## src/rtl/qos_alloc_pkg.sv

```systemverilog
// Shared sizing and FSM encoding for the QoS ID allocator.
package qos_alloc_pkg;

  localparam int NUM_IDS = 16;
  localparam int ID_W    = 4;
  localparam int QOS_W   = 3;

  typedef enum logic [1:0] {
    RUN,
    DRAIN,
    DONE
  } alloc_state_t;

endpackage

```

## src/rtl/qos_id_alloc_prio_enc.sv

```systemverilog
// Lowest-set-bit encoder: returns the index of the lowest set bit of vec
// and whether any bit is set. Purely combinational.
module prio_enc
  import qos_alloc_pkg::*;
#(
  parameter int N = NUM_IDS,
  parameter int W = ID_W
) (
  input  logic [N-1:0] vec,
  output logic [W-1:0] idx,
  output logic         any
);

  // seen[k] is set when any of vec[k-1:0] is set; first[] is one-hot on the
  // lowest set bit, so the index can be built by OR-ing without priority.
  logic [N:0]   seen;
  logic [N-1:0] first;

  assign seen[0] = 1'b0;

  for (genvar gi = 0; gi < N; gi++) begin : g_chain
    assign seen[gi+1] = seen[gi] | vec[gi];
    assign first[gi]  = vec[gi] & ~seen[gi];
  end

  // Encode the one-hot lowest-bit vector into a binary index.
  always_comb begin
    idx = '0;
    for (int i = 0; i < N; i++) begin
      if (first[i]) begin
        idx = idx | W'(i);
      end
    end
  end

  assign any = seen[N];

endmodule

```

## src/rtl/qos_id_alloc.sv

```systemverilog
// QoS ID allocator: grants the lowest free ID from a 16-entry pool to each
// accepted request, frees IDs on completion, and notifies the tracker through
// registered write (allocate) and read (free) pulses. A drain FSM blocks new
// grants until every outstanding ID has completed.
module qos_id_alloc
  import qos_alloc_pkg::*;
(
  input  logic             clk,
  input  logic             rst,
  input  logic             req_vld,
  input  logic [QOS_W-1:0] req_qos,
  output logic             req_rdy,
  output logic [ID_W-1:0]  req_id,
  input  logic             cpl_vld,
  input  logic [ID_W-1:0]  cpl_id,
  input  logic             drain,
  output logic             wr_vld,
  output logic [ID_W-1:0]  wr_id,
  output logic [QOS_W-1:0] wr_qos,
  output logic             rd_vld,
  output logic [ID_W-1:0]  rd_id,
  output logic [ID_W:0]    busy_cnt,
  output logic             idle,
  output logic             err_cpl
);

  alloc_state_t      state_reg, state_next;
  logic [NUM_IDS-1:0] alloc_map_reg, alloc_map_next;
  logic [ID_W:0]      busy_cnt_reg, busy_cnt_next;

  logic               wr_vld_reg;
  logic [ID_W-1:0]    wr_id_reg;
  logic [QOS_W-1:0]   wr_qos_reg;
  logic               rd_vld_reg;
  logic [ID_W-1:0]    rd_id_reg;
  logic               err_cpl_reg;

  logic [ID_W-1:0]    grant_id;
  logic               any_free;
  logic               grant;
  logic               cpl_hit;
  logic               cpl_ok;
  logic               cpl_bad;

  // Grant decision uses only the registered map, so an ID freed this cycle
  // cannot be handed out again until the next cycle.
  prio_enc #(
    .N (NUM_IDS),
    .W (ID_W)
  ) u_prio_enc (
    .vec (~alloc_map_reg),
    .idx (grant_id),
    .any (any_free)
  );

  assign req_rdy = (state_reg == RUN) && any_free;
  assign req_id  = grant_id;
  assign grant   = req_vld && req_rdy;

  // A completion is valid only for an ID that is currently allocated; the ID
  // granted this same cycle is still clear in the map and therefore invalid.
  assign cpl_hit = alloc_map_reg[cpl_id];
  assign cpl_ok  = cpl_vld && cpl_hit;
  assign cpl_bad = cpl_vld && !cpl_hit;

  // Set and clear can never hit the same bit: set needs it clear, clear needs it set.
  for (genvar gi = 0; gi < NUM_IDS; gi++) begin : g_map
    assign alloc_map_next[gi] =
        (alloc_map_reg[gi] | (grant && (grant_id == ID_W'(gi))))
      & ~(cpl_ok && (cpl_id == ID_W'(gi)));
  end

  assign busy_cnt_next = busy_cnt_reg + (ID_W+1)'(grant) - (ID_W+1)'(cpl_ok);

  // Drain FSM next state; DRAIN ignores drain dropping until the pool is empty.
  always_comb begin
    state_next = state_reg;
    case (state_reg)
      RUN:     if (drain) state_next = DRAIN;
      DRAIN:   if (busy_cnt_reg == '0) state_next = DONE;
      DONE:    if (!drain) state_next = RUN;
      default: state_next = RUN;
    endcase
  end

  // FSM, pool map and outstanding count registers.
  always_ff @(posedge clk) begin
    if (rst) begin
      state_reg     <= RUN;
      alloc_map_reg <= '0;
      busy_cnt_reg  <= '0;
    end else begin
      state_reg     <= state_next;
      alloc_map_reg <= alloc_map_next;
      busy_cnt_reg  <= busy_cnt_next;
    end
  end

  // Tracker notification pulses (one cycle each) and sticky completion error.
  always_ff @(posedge clk) begin
    if (rst) begin
      wr_vld_reg  <= 1'b0;
      wr_id_reg   <= '0;
      wr_qos_reg  <= '0;
      rd_vld_reg  <= 1'b0;
      rd_id_reg   <= '0;
      err_cpl_reg <= 1'b0;
    end else begin
      wr_vld_reg <= grant;
      if (grant) begin
        wr_id_reg  <= grant_id;
        wr_qos_reg <= req_qos;
      end
      rd_vld_reg <= cpl_ok;
      if (cpl_ok) begin
        rd_id_reg <= cpl_id;
      end
      if (cpl_bad) begin
        err_cpl_reg <= 1'b1;
      end
    end
  end

  assign wr_vld   = wr_vld_reg;
  assign wr_id    = wr_id_reg;
  assign wr_qos   = wr_qos_reg;
  assign rd_vld   = rd_vld_reg;
  assign rd_id    = rd_id_reg;
  assign busy_cnt = busy_cnt_reg;
  assign idle     = (state_reg == DONE);
  assign err_cpl  = err_cpl_reg;

endmodule

```

## config.mk

```make
export PLATFORM = sky130hd
export DESIGN_NAME = qos_id_alloc
export DESIGN_NICKNAME = d
export VERILOG_FILES = /design/src/rtl/qos_alloc_pkg.sv /design/src/rtl/qos_id_alloc_prio_enc.sv /design/src/rtl/qos_id_alloc.sv
export SDC_FILE = /design/constraint.sdc
export NUM_CORES = 1
export LEC_CHECK = 0
export CELL_PAD_IN_SITES_DETAIL_PLACEMENT = 1
export CELL_PAD_IN_SITES_GLOBAL_PLACEMENT = 2
export CORE_MARGIN = 5
export CORE_UTILIZATION = 33
export DETAILED_ROUTE_END_ITERATION = 8
export PLACE_DENSITY_LB_ADDON = 0.1
export SLEW_MARGIN = 0
export SYNTH_ARGS = -nofsm -noshare
export SYNTH_HDL_FRONTEND = slang
export SYNTH_SLANG_ARGS = --single-unit
```

## constraint.sdc

```tcl
create_clock -name clk -period 5.2 [get_ports clk]
set_input_delay 0.78 -clock clk [delete_from_list [all_inputs] [get_ports clk]]
set_output_delay 0.78 -clock clk [all_outputs]
set_load 0.005 [all_outputs]
```

==> results of run 1 <==
-- worst max path at each step --
stage | slack (ps) | startpoint | endpoint
floorplan | 1580 | cpl_id[0] | busy_cnt[4]
global placement | 850 | cpl_id[0] | busy_cnt[4]
detailed placement | 760 | cpl_id[0] | busy_cnt[4]
CTS | 1040 | cpl_id[0] | busy_cnt[4]
global route | 790 | cpl_id[0] | busy_cnt[4]
finish | 1040 | cpl_id[0] | busy_cnt[4]
-- cells by family (layout without fill, tap and decap cells) --
logic type,count (synthesis),in the layout
xor+xnor,3,3
fa+ha+maj,7,7
flops,37,37
compound gates,55,55
simple gates,88,88
buf+inv,23,60
mux,13,13
-- layout make-up --
class	instances	area [um2]
tap	75	93.84
sequential	37	740.7
clock inverter	1	30.03
fill	711	3364
multi-input combinational	166	1139
inverter	13	48.80
clock buffer	7	86.33
timing repair buffer	39	382.9
-- per-stage QoR --
stage / hold WS (ps) / utilization [%] / worst slack, ps / cells
after floorplan: 438.9 / - / 1576 / 226
after global placement: 442.9 / 40.86 / 848.7 / 330
after detailed placement: 453.3 / 40.86 / 755.3 / 330
after CTS: 464.4 / 42.84 / 1040 / 338
after global routing: 490.0 / 42.84 / 785.4 / 338
final: 460.3 / 42.84 / 1043 / 338
-- worst min-delay path: cells and delay by family, from the launching register on --
family / cells / cell delay (ps)
flip-flops: 1 / 320
AND/OR/NAND/NOR: 1 / 50
AO/OA/AOI/OAI: 1 / 50
-- Yosys cell counts, drive strengths merged, types with 2 or more instances --
cell	number	area share, %
clkbuf	6	1.1
nor3	8	2.0
and2	3	0.95
o221ai	2	0.89
a311oi	3	1.3
and4	2	1.1
a31oi	10	3.2
nand4	5	1.6
dfxtp	37	37
o21ai	7	1.8
o21a	3	1.1
nand2	26	5.4
inv	13	2.5
a21oi	17	4.3
and3	3	0.95
a211oi	6	2.8
mux2i	7	3.5
or4	2	0.95
nor2b	4	1.3
xnor2	2	0.89
buf	4	1.5
nor2	27	5.5
ha	6	3.8
mux4	5	5.7
-- layout by cell type, fill, tap and decap left out, types with 2 or more instances in the layout --
cell type        netlist  final
a211oi_1               4      4
a211oi_2               2      2
a21oi_1               17     17
a311oi_1               3      3
a31oi_1               10     10
and2_1                 3      3
and3_1                 3      3
and4_4                 2      2
buf_4                  1      3
clkbuf_8               0      6
clkdlybuf4s50_1        0     36
dfxtp_1               37     37
ha_1                   6      6
inv_1                 10     10
inv_2                  3      3
mux2i_1                7      7
mux4_2                 5      5
nand2_1               24     24
nand4_1                5      5
nor2_1                26     26
nor2b_1                4      4
nor3_1                 8      8
o21a_1                 3      3
o21ai_0                5      5
o21ai_1                2      2
o221ai_1               2      2
xnor2_1                2      2
-- power groups by stage --
stage	clock network, uW	logic [uW]	registers (uW)
after floorplan	0	123	331
after global placement	0	208	334
after detailed placement	0	211	334
after CTS	266	213	328
after global routing	278	232	331
final	262	208	327
-- per-layer routing --
metal | wire, um | vias to the layer above
li1 | - | 891
met1 | 2710 | 894
met2 | 2870 | 37
met3 | 242 | 5
met4 | 57 | 0
met5 | 0 | -
==> reports/qor.txt, run 1 <==
met2 usage -> 28.49%
cell count after synthesis -> 226
total vias in the final route -> 1827
TritonCTS clock tree -> done
xor/xnor share of the synthesized area -> 1.327%
drt pass-1 iters -> 4
number of H-tree levels -> 2
Int Pwr -> 570.1 uW
Slew Limit Fails -> 0
vias in the first global route -> 1913
Crit Path Class -> in -> reg
syn avg cell area -> 8.758 um2
Seq cells post-synth -> 37
FF-to-FF End -> busy_cnt[4]
largest net degree at the start of global routing -> 19
WL final -> 5880 um
P_sw -> 226.8 uW
Final Power -> 797.0 uW
Placed Area -> 2405 um2
worst path bufs/invs -> 2
Slew headroom -> 48.64%
Yosys warning total -> 0
post-cts resize count -> 0
Post-synth EDFFs -> 0
GRT overflow -> 0
TNS Setup -> 0 ps
Seq pwr share -> 41.1%
slowest stage delay, CP -> 740 ps
Final HPWL DP -> 4465 um
Synth cell types -> 51
IO buf count -> 36
Post-Layout Inst Area -> 2521 um2
FF-to-FF path depth -> 12
Rows -> 28
CP Capture Type -> register
GR Util met1 -> 21.30%
clk slew on worst S/H paths -> 80 ps
Tot GR Track Use -> 16.60%
period utilization -> 79.95%
antenna cells -> 0
Largest register FFs -> 16
outcome -> completed
area grow syn2layout -> 27.37%
Crit path depth -> 13
mux cell area share after synthesis -> 9.798%
hold violation count in the final report -> 0
post-DR vias/cell -> 5.405
Worst-Margin Slew -> 767.9 ps
Starting Density -> 33.63%
Ports -> 37
CTS Buf Count -> 5
hold path startpoint -> wr_qos[0]
slowest CP cell -> clkdlybuf4s50_1
Lkg Pwr -> 0.0009276 uW
fin crit period -> 4157 ps
Peak VDD IR -> 164.2 uV
Switching Share -> 28.46%
Synth Area in Compound Gates -> 18.46%
Gate power share -> 26.0%
r2r startpoint -> alloc_map_reg[3]
most common flop cell mapped by yosys -> dfxtp_1
initial antenna violation count -> 0
Crit Path Max Fanout -> 10
pwr dens -> 316.1 nW/um2
syn nets -> 245
clock power share -> 32.9%
Post-Synth Simple-Gate Area -> 23.14%
clock sink total -> 37
drt initial violations -> 112
Max-Cap Viols -> 0
die area -> 7647 um2
skew final -> 8.442 ps
Worst EP required -> 5410 ps
# setup viols final -> 0
CP Cell Sequence -> clkdlybuf4s50_1 -> mux4_2 -> and4bb_2 -> nor2_1 -> nand2_2 -> ha_1 -> inv_1 -> ha_1 -> fa_1 -> a21oi_1 -> nor2_1 -> or3_1 -> a21oi_1
FF-to-FF setup slack -> 1940 ps
Post-Syn Area -> 1979 um2
fmax -> 240.5 MHz
RSZ-0062 raised after global routing -> no
post-synthesis adder-cell area fraction -> 4.804%
CTS Root Cell -> clkbuf_8
cell family with the largest share of critical-path delay -> simple AND/OR/NAND/NOR gates
Hold Path Stages -> 2
WL/cell -> 17.40 um
die height -> 87.45 um
met3 Resource Use GR -> 3.595%
proportion of layout cells with a drive suffix above 1 -> 11.03%
GR peak layer -> met2
Critical Path Source Type -> input pin
Synth async-reset ratio -> 0%
Critical Path AT -> 4370 ps
Routed Antenna Nets -> 0
# nets final -> 281
gp weighted congestion -> 0.8309
first-pass GRT wire length -> 9853 um
Die X -> 87.45 um
clock latency on the worst-skew pair -> 290 ps
Hold Crit Class -> reg -> reg
area of the core -> 5886 um2
Post-CTS Hold Fix Bufs -> 0
Seq/Total Area, Yosys -> 37.42%
setup repair bufs after CTS -> 0
DRC -> 0
Clock Path Buffers -> 2
Endpoint, Worst Hold -> wr_qos[0]
largest family of logic cells by synthesized area -> simple AND/OR/NAND/NOR gates
No activity file was read; power rests on OpenSTA's default activity.
==> inputs of run 2 (changes only) <==
Settings changed: CORE_UTILIZATION 33 to 28.
Clock period 5.2 ns to 3.8 ns, I/O delays scaled along.
==> run 2 against run 1 <==
Critical endpoint unchanged. Register-to-register slack got worse by 1300 ps. Final cell count up 8.3%. Non-clock buffer count up 9.
==> reports/qor.txt, run 2 (synthesis gave the netlist of run 1 again) <==
Endpoint, Worst Hold -> wr_qos[2]
Clock Path Buffers -> 2 (unchanged)
largest net degree at the start of global routing -> 18 (-1)
area of the core -> 6832 um2 (+16%)
pwr dens -> 386.6 nW/um2 (+22%)
r2r startpoint -> alloc_map_reg[3]
outcome -> completed
Lkg Pwr -> 0.0009631 uW (+3.8%)
Ports -> 37 (unchanged)
die area -> 8851 um2 (+16%)
Critical Path Source Type -> input pin
FF-to-FF path depth -> 12 (unchanged)
Final HPWL DP -> 4691 um (+5.1%)
IO buf count -> 36 (unchanged)
initial antenna violation count -> 0 (unchanged)
post-DR vias/cell -> 4.970 (-8.1%)
multi-input logic area -> 1141 um2 (+0.22%)
number of H-tree levels -> 2 (unchanged)
antenna cells -> 0 (unchanged)
CTS Root Cell -> clkbuf_8
Slew headroom -> 53.19% (+4.5 points)
drt pass-1 iters -> 2 (-2)
Reg area -> 740.7 um2 (unchanged)
GRT overflow -> 0 (unchanged)
total vias in the final route -> 1819 (-0.44%)
proportion of layout cells with a drive suffix above 1 -> 14.07% (+3.0 points)
Worst-Margin Slew -> 699.9 ps (-67.99 ps)
FF-to-FF setup slack -> 680 ps (-1260 ps)
Tot GR Track Use -> 14.28% (-2.3 points)
die height -> 94.08 um (+7.6%)
TritonCTS clock tree -> done
commonest non-fill, non-tap cell in the layout -> dfxtp_1
first-pass GRT wire length -> 9853 um (unchanged)
WL/cell -> 16.20 um (-6.9%)
Starting Density -> 28.97% (-4.7 points)
commonest non-fill, non-tap cells in the layout -> dfxtp_1, clkdlybuf4s50_1, nor2_1
Routed Antenna Nets -> 0 (unchanged)
# nets final -> 290 (+3.2%)
placed cell count -> 360 (+9.1%)
FF-to-FF End -> busy_cnt[4]
skew final -> 7.789 ps (-0.6530 ps)
WL final -> 5928 um (+0.82%)
Max-Cap Viols -> 0 (unchanged)
Crit Path Max Fanout -> 6 (-4)
fin cells -> 366 (+8.3%)
CTS Buf Count -> 5 (unchanged)
fin crit period -> 3479 ps
slowest stage delay, CP -> 620 ps (-120 ps)
fmax -> 287.4 MHz
Peak VDD IR -> 170.5 uV (+3.8%)
Worst EP required -> 4000 ps (-1410 ps)
slowest CP cell -> clkdlybuf4s50_1
DRC -> 0 (unchanged)
CP Cell Sequence -> clkdlybuf4s50_1 -> mux4_2 -> and4bb_2 -> nor2_2 -> nand2_2 -> ha_1 -> inv_1 -> ha_1 -> fa_1 -> a21oi_1 -> nor2_1 -> or3_1 -> a21oi_1
area grow syn2layout -> 30.21%
Largest register FFs -> 16 (unchanged)
number of fill cells -> 828 (+16%)
gp weighted congestion -> 0.7475 (-10%)
period utilization -> 91.55%
Hold Crit Class -> reg -> reg
Rows -> 30 (+7.1%)
Hold Path Stages -> 2 (unchanged)
setup repair bufs after CTS -> 0 (unchanged)
final hold slack -> 459.1 ps (-1.189 ps)
clk slew on worst S/H paths -> 70 ps (about the same)
RSZ-0062 raised after global routing -> no
clock sink total -> 37 (unchanged)
Crit Path Class -> in -> reg
vias in the first global route -> 1923 (+0.52%)
# setup viols final -> 0 (unchanged)
Final Power -> 996.4 uW (+25%)
hold violation count in the final report -> 0 (unchanged)
drt initial violations -> 56 (-50%)
Final Util -> 37.73% (-5.1 points)
Slew Limit Fails -> 0 (unchanged)
clock latency on the worst-skew pair -> 290 ps (about the same)
hold path startpoint -> wr_qos[2]
CP Capture Type -> register
Critical Path AT -> 3680 ps (-690 ps)
Die X -> 94.08 um (+7.6%)
-- run 2: worst max-delay path by stage --
stage | startpoint | endpoint | slack (ps) | cells after the start
global route | cpl_id[1] | busy_cnt[4] | 110 | 13
floorplan | cpl_id[0] | busy_cnt[4] | 390 | 13
CTS | cpl_id[0] | busy_cnt[4] | 140 | 13
detailed placement | cpl_id[0] | busy_cnt[4] | -150 | 13
global placement | cpl_id[0] | busy_cnt[4] | -90 | 13
finish | cpl_id[1] | busy_cnt[4] | 320 | 13
-- run 2: final cells by class --
class                   count  area share [%]
clock buffers               5           2.670
clock inverters             1          0.1942
inverters                  13           1.893
multi-input cells         166           44.27
flip-flops and latches     37           28.74
well taps                  96           4.660
repair buffers             48           17.57
-- run 2: timing repair --
action,in CTS,in global routing
resized for setup,0,2
hold buffers,0,0
endpoints found under the setup margin,0,1
-- run 2: power by group --
group | leakage, uW | internal, uW | switching (uW)
combinational | 0.000622 | 151 | 139
sequential | 0.000301 | 420 | 26.6
clock | 0.0000399 | 121 | 139
total | 0.000963 | 692 | 304
-- run 2: metrics by stage --
| stage | setup slack (ps) | area, um2 | TNS, ps |
|---|---|---|---|
| CTS | 140.4 | 2572 | 0 |
| detailed placement | -147.8 | 2499 | -147.8 |
| floorplan | 385.6 | 1979 | 0 |
| finish | 321.1 | 2577 | 0 |
| global placement | -90.44 | 2499 | -90.44 |
| global route | 114.3 | 2577 | 0 |
-- run 2: metal layers --
layer	part of all wire, %	vias up	global-route usage (%)	routed length (um)
li1	-	913	-	-
met1	48	882	18.61	2855
met2	49	20	23.95	2881
met3	2.5	4	3.125	149
met4	0.71	0	3.369	42
met5	0	-	0	0
-- run 2: worst max-delay path, delay by kind of cell --
family | cells | cell delay, ps
and+or+nand+nor | 5 | 920
AOI/OAI and AO/OA | 2 | 300
buffers and inverters | 2 | 660
adders and majority gates | 3 | 870
muxes | 1 | 360
==> inputs of run 3 (changes only) <==
Settings changed: CORE_UTILIZATION 28 to 25, HOLD_SLACK_MARGIN set to 0.12, RECOVER_POWER set to 100.
==> run 3 against run 2 <==
Clock-buffer cell count increased by 1. Global-route usage is 1.7 points lower. Clock power up 41%. Largest power group unchanged. Sequential power hardly changed. Hold slack worse by 4.7 ps. Final cell count is 1.9% higher. First-iteration DRC count is 7.1% lower. Die area up 11%. Sequential cell count unchanged. Largest cell class unchanged. Power grew 8.6%. Combinational power fell by 6.9%. Via count is 1.2% higher.
==> reports/qor.txt, run 3 (synthesis gave the netlist of run 1 again) <==
total vias in the final route -> 1840 (+1.2%)
post-DR vias/cell -> 4.933 (-0.74%)
number of H-tree levels -> 2 (unchanged)
pwr dens -> 419.3 nW/um2 (+8.5%)
first-pass GRT wire length -> 9839 um (-0.14%)
area grow syn2layout -> 30.40%
CP Capture Type -> register
Die X -> 98.98 um (+5.2%)
Largest register FFs -> 16 (unchanged)
vias in the first global route -> 1881 (-2.2%)
area of the core -> 7727 um2 (+13%)
CTS Root Cell -> clkbuf_8
fmax -> 279.0 MHz (-2.9%)
die area -> 9797 um2 (+11%)
Critical Path AT -> 3790 ps (+110 ps)
number of fill cells -> 922 (+11%)
clk slew on worst S/H paths -> 80 ps (about the same)
Peak VDD IR -> 155.7 uV (-8.7%)
WL/cell -> 15.93 um (-1.7%)
period utilization -> 94.31% (+2.8 points)
Post-CTS Hold Fix Bufs -> 0 (unchanged)
GRT overflow -> 0 (unchanged)
Clock Path Buffers -> 2 (unchanged)
CP Cell Sequence -> clkdlybuf4s50_1 -> mux4_2 -> and4bb_2 -> nor2_1 -> nand2_2 -> ha_1 -> inv_1 -> ha_1 -> fa_1 -> a21oi_1 -> nor2_1 -> or3_1 -> a21oi_1
Critical Path Source Type -> input pin
TritonCTS clock tree -> done
proportion of layout cells with a drive suffix above 1 -> 10.70% (-3.4 points)
gp weighted congestion -> 0.7139 (-4.5%)
post-cts resize count -> 0 (unchanged)
largest net degree at the start of global routing -> 21 (+3)
DRC -> 0 (unchanged)
Slew Limit Fails -> 0 (unchanged)
Tot GR Track Use -> 12.57% (-1.7 points)
drt pass-1 iters -> 4 (+2)
# nets final -> 289 (-0.34%)
Max-Cap Viols -> 0 (unchanged)
initial antenna violation count -> 0 (unchanged)
Rows -> 32 (+6.7%)
drt initial violations -> 52 (-7.1%)
Ports -> 37 (unchanged)
Final Power -> 1082 uW (+8.6%)
skew final -> 8.012 ps (+0.2229 ps)
IO buf count -> 36 (unchanged)
multi-input logic area -> 1112 um2 (-2.5%)
die height -> 98.98 um (+5.2%)
Routed Antenna Nets -> 0 (unchanged)
Crit Path Class -> in -> reg
fin crit period -> 3584 ps (+105.0 ps)
Slew headroom -> 34.87% (-18 points)
Hold Crit Class -> reg -> reg
Final HPWL DP -> 4666 um (-0.52%)
slowest CP cell -> clkdlybuf4s50_1
Worst EP required -> 4010 ps (about the same)
clock latency on the worst-skew pair -> 290 ps (about the same)
Reg area -> 740.7 um2 (unchanged)
WL final -> 5941 um (+0.22%)
Final Util -> 33.40% (-4.3 points)
Starting Density -> 25.62% (-3.4 points)
hold violation count in the final report -> 0 (unchanged)
Crit Path Max Fanout -> 4 (-2)
cell family with the largest share of critical-path delay -> simple AND/OR/NAND/NOR gates
outcome -> completed
RSZ-0062 raised after global routing -> no
clock sink total -> 37 (unchanged)
# setup viols final -> 0 (unchanged)
Worst-Margin Slew -> 976.9 ps (+277.0 ps)
Lkg Pwr -> 0.0009970 uW (+3.5%)
setup repair bufs after CTS -> 0 (unchanged)
commonest non-fill, non-tap cells in the layout -> dfxtp_1, nor2_1, dlygate4sd3_1
slowest stage delay, CP -> 590 ps (-30 ps)
commonest non-fill, non-tap cell in the layout -> dfxtp_1
CTS Buf Count -> 5 (unchanged)
worst path bufs/invs -> 2 (unchanged)
antenna cells -> 0 (unchanged)
[run 3: worst paths after layout]
check,from,to,slack (ps),depth (start not counted)
max,cpl_id[0],busy_cnt[4],220,13
min,wr_qos[2],wr_qos[2],450,2
max reg2reg,alloc_map_reg[3],busy_cnt[4],740,12
min reg2reg,wr_qos[2],wr_qos[2],450,2
[run 3: stage by stage]
step | instances | setup slack (ps) | setup TNS [ps] | hold WS (ps) | cell area (um2)
2_1_floorplan | 226 | 385.6 | 0 | 438.9 | 1979
3_3_place_gp | 365 | -1.320 | -1.320 | 445.2 | 2499
3_5_place_dp | 365 | -88.09 | -88.09 | 449.0 | 2499
4_1_cts | 373 | 210.6 | 0 | 461.4 | 2619
5_1_grt | 373 | 26.87 | 0 | 484.9 | 2581
6_report | 373 | 216.2 | 0 | 454.4 | 2581
[run 3: worst register-to-register path: cells and delay by family, from the launching register on]
kind	cells	cell delay, ps
AO/OA/AOI/OAI	2	290
adder cells (fa/ha/maj)	3	850
buffers and inverters	1	40
flip-flops	1	390
multiplexers	1	510
AND/OR/NAND/NOR	5	910
[run 3: cell type report]
cell class / instances / share of cell area [%]
multi-input combinational: 166 / 43.09
sequential: 37 / 28.70
clock inverter: 2 / 1.454
inverter: 13 / 1.890
clock buffer: 6 / 3.199
tap: 102 / 4.944
timing repair buffer: 47 / 16.72
[run 3: where the power goes]
group | switching [uW] | internal (uW)
combinational | 132 | 138
clock | 151 | 214
sequential | 27.1 | 420
[run 3: per-layer routing]
layer  global-route usage [%]  up-vias  part of all wire (%)
met5                        0        -                     0
met4                    3.151        0                  0.82
met3                    2.619        4                   5.4
met2                    20.35       38                    47
met1                    17.05      885                    46
li1                         -      913                     -
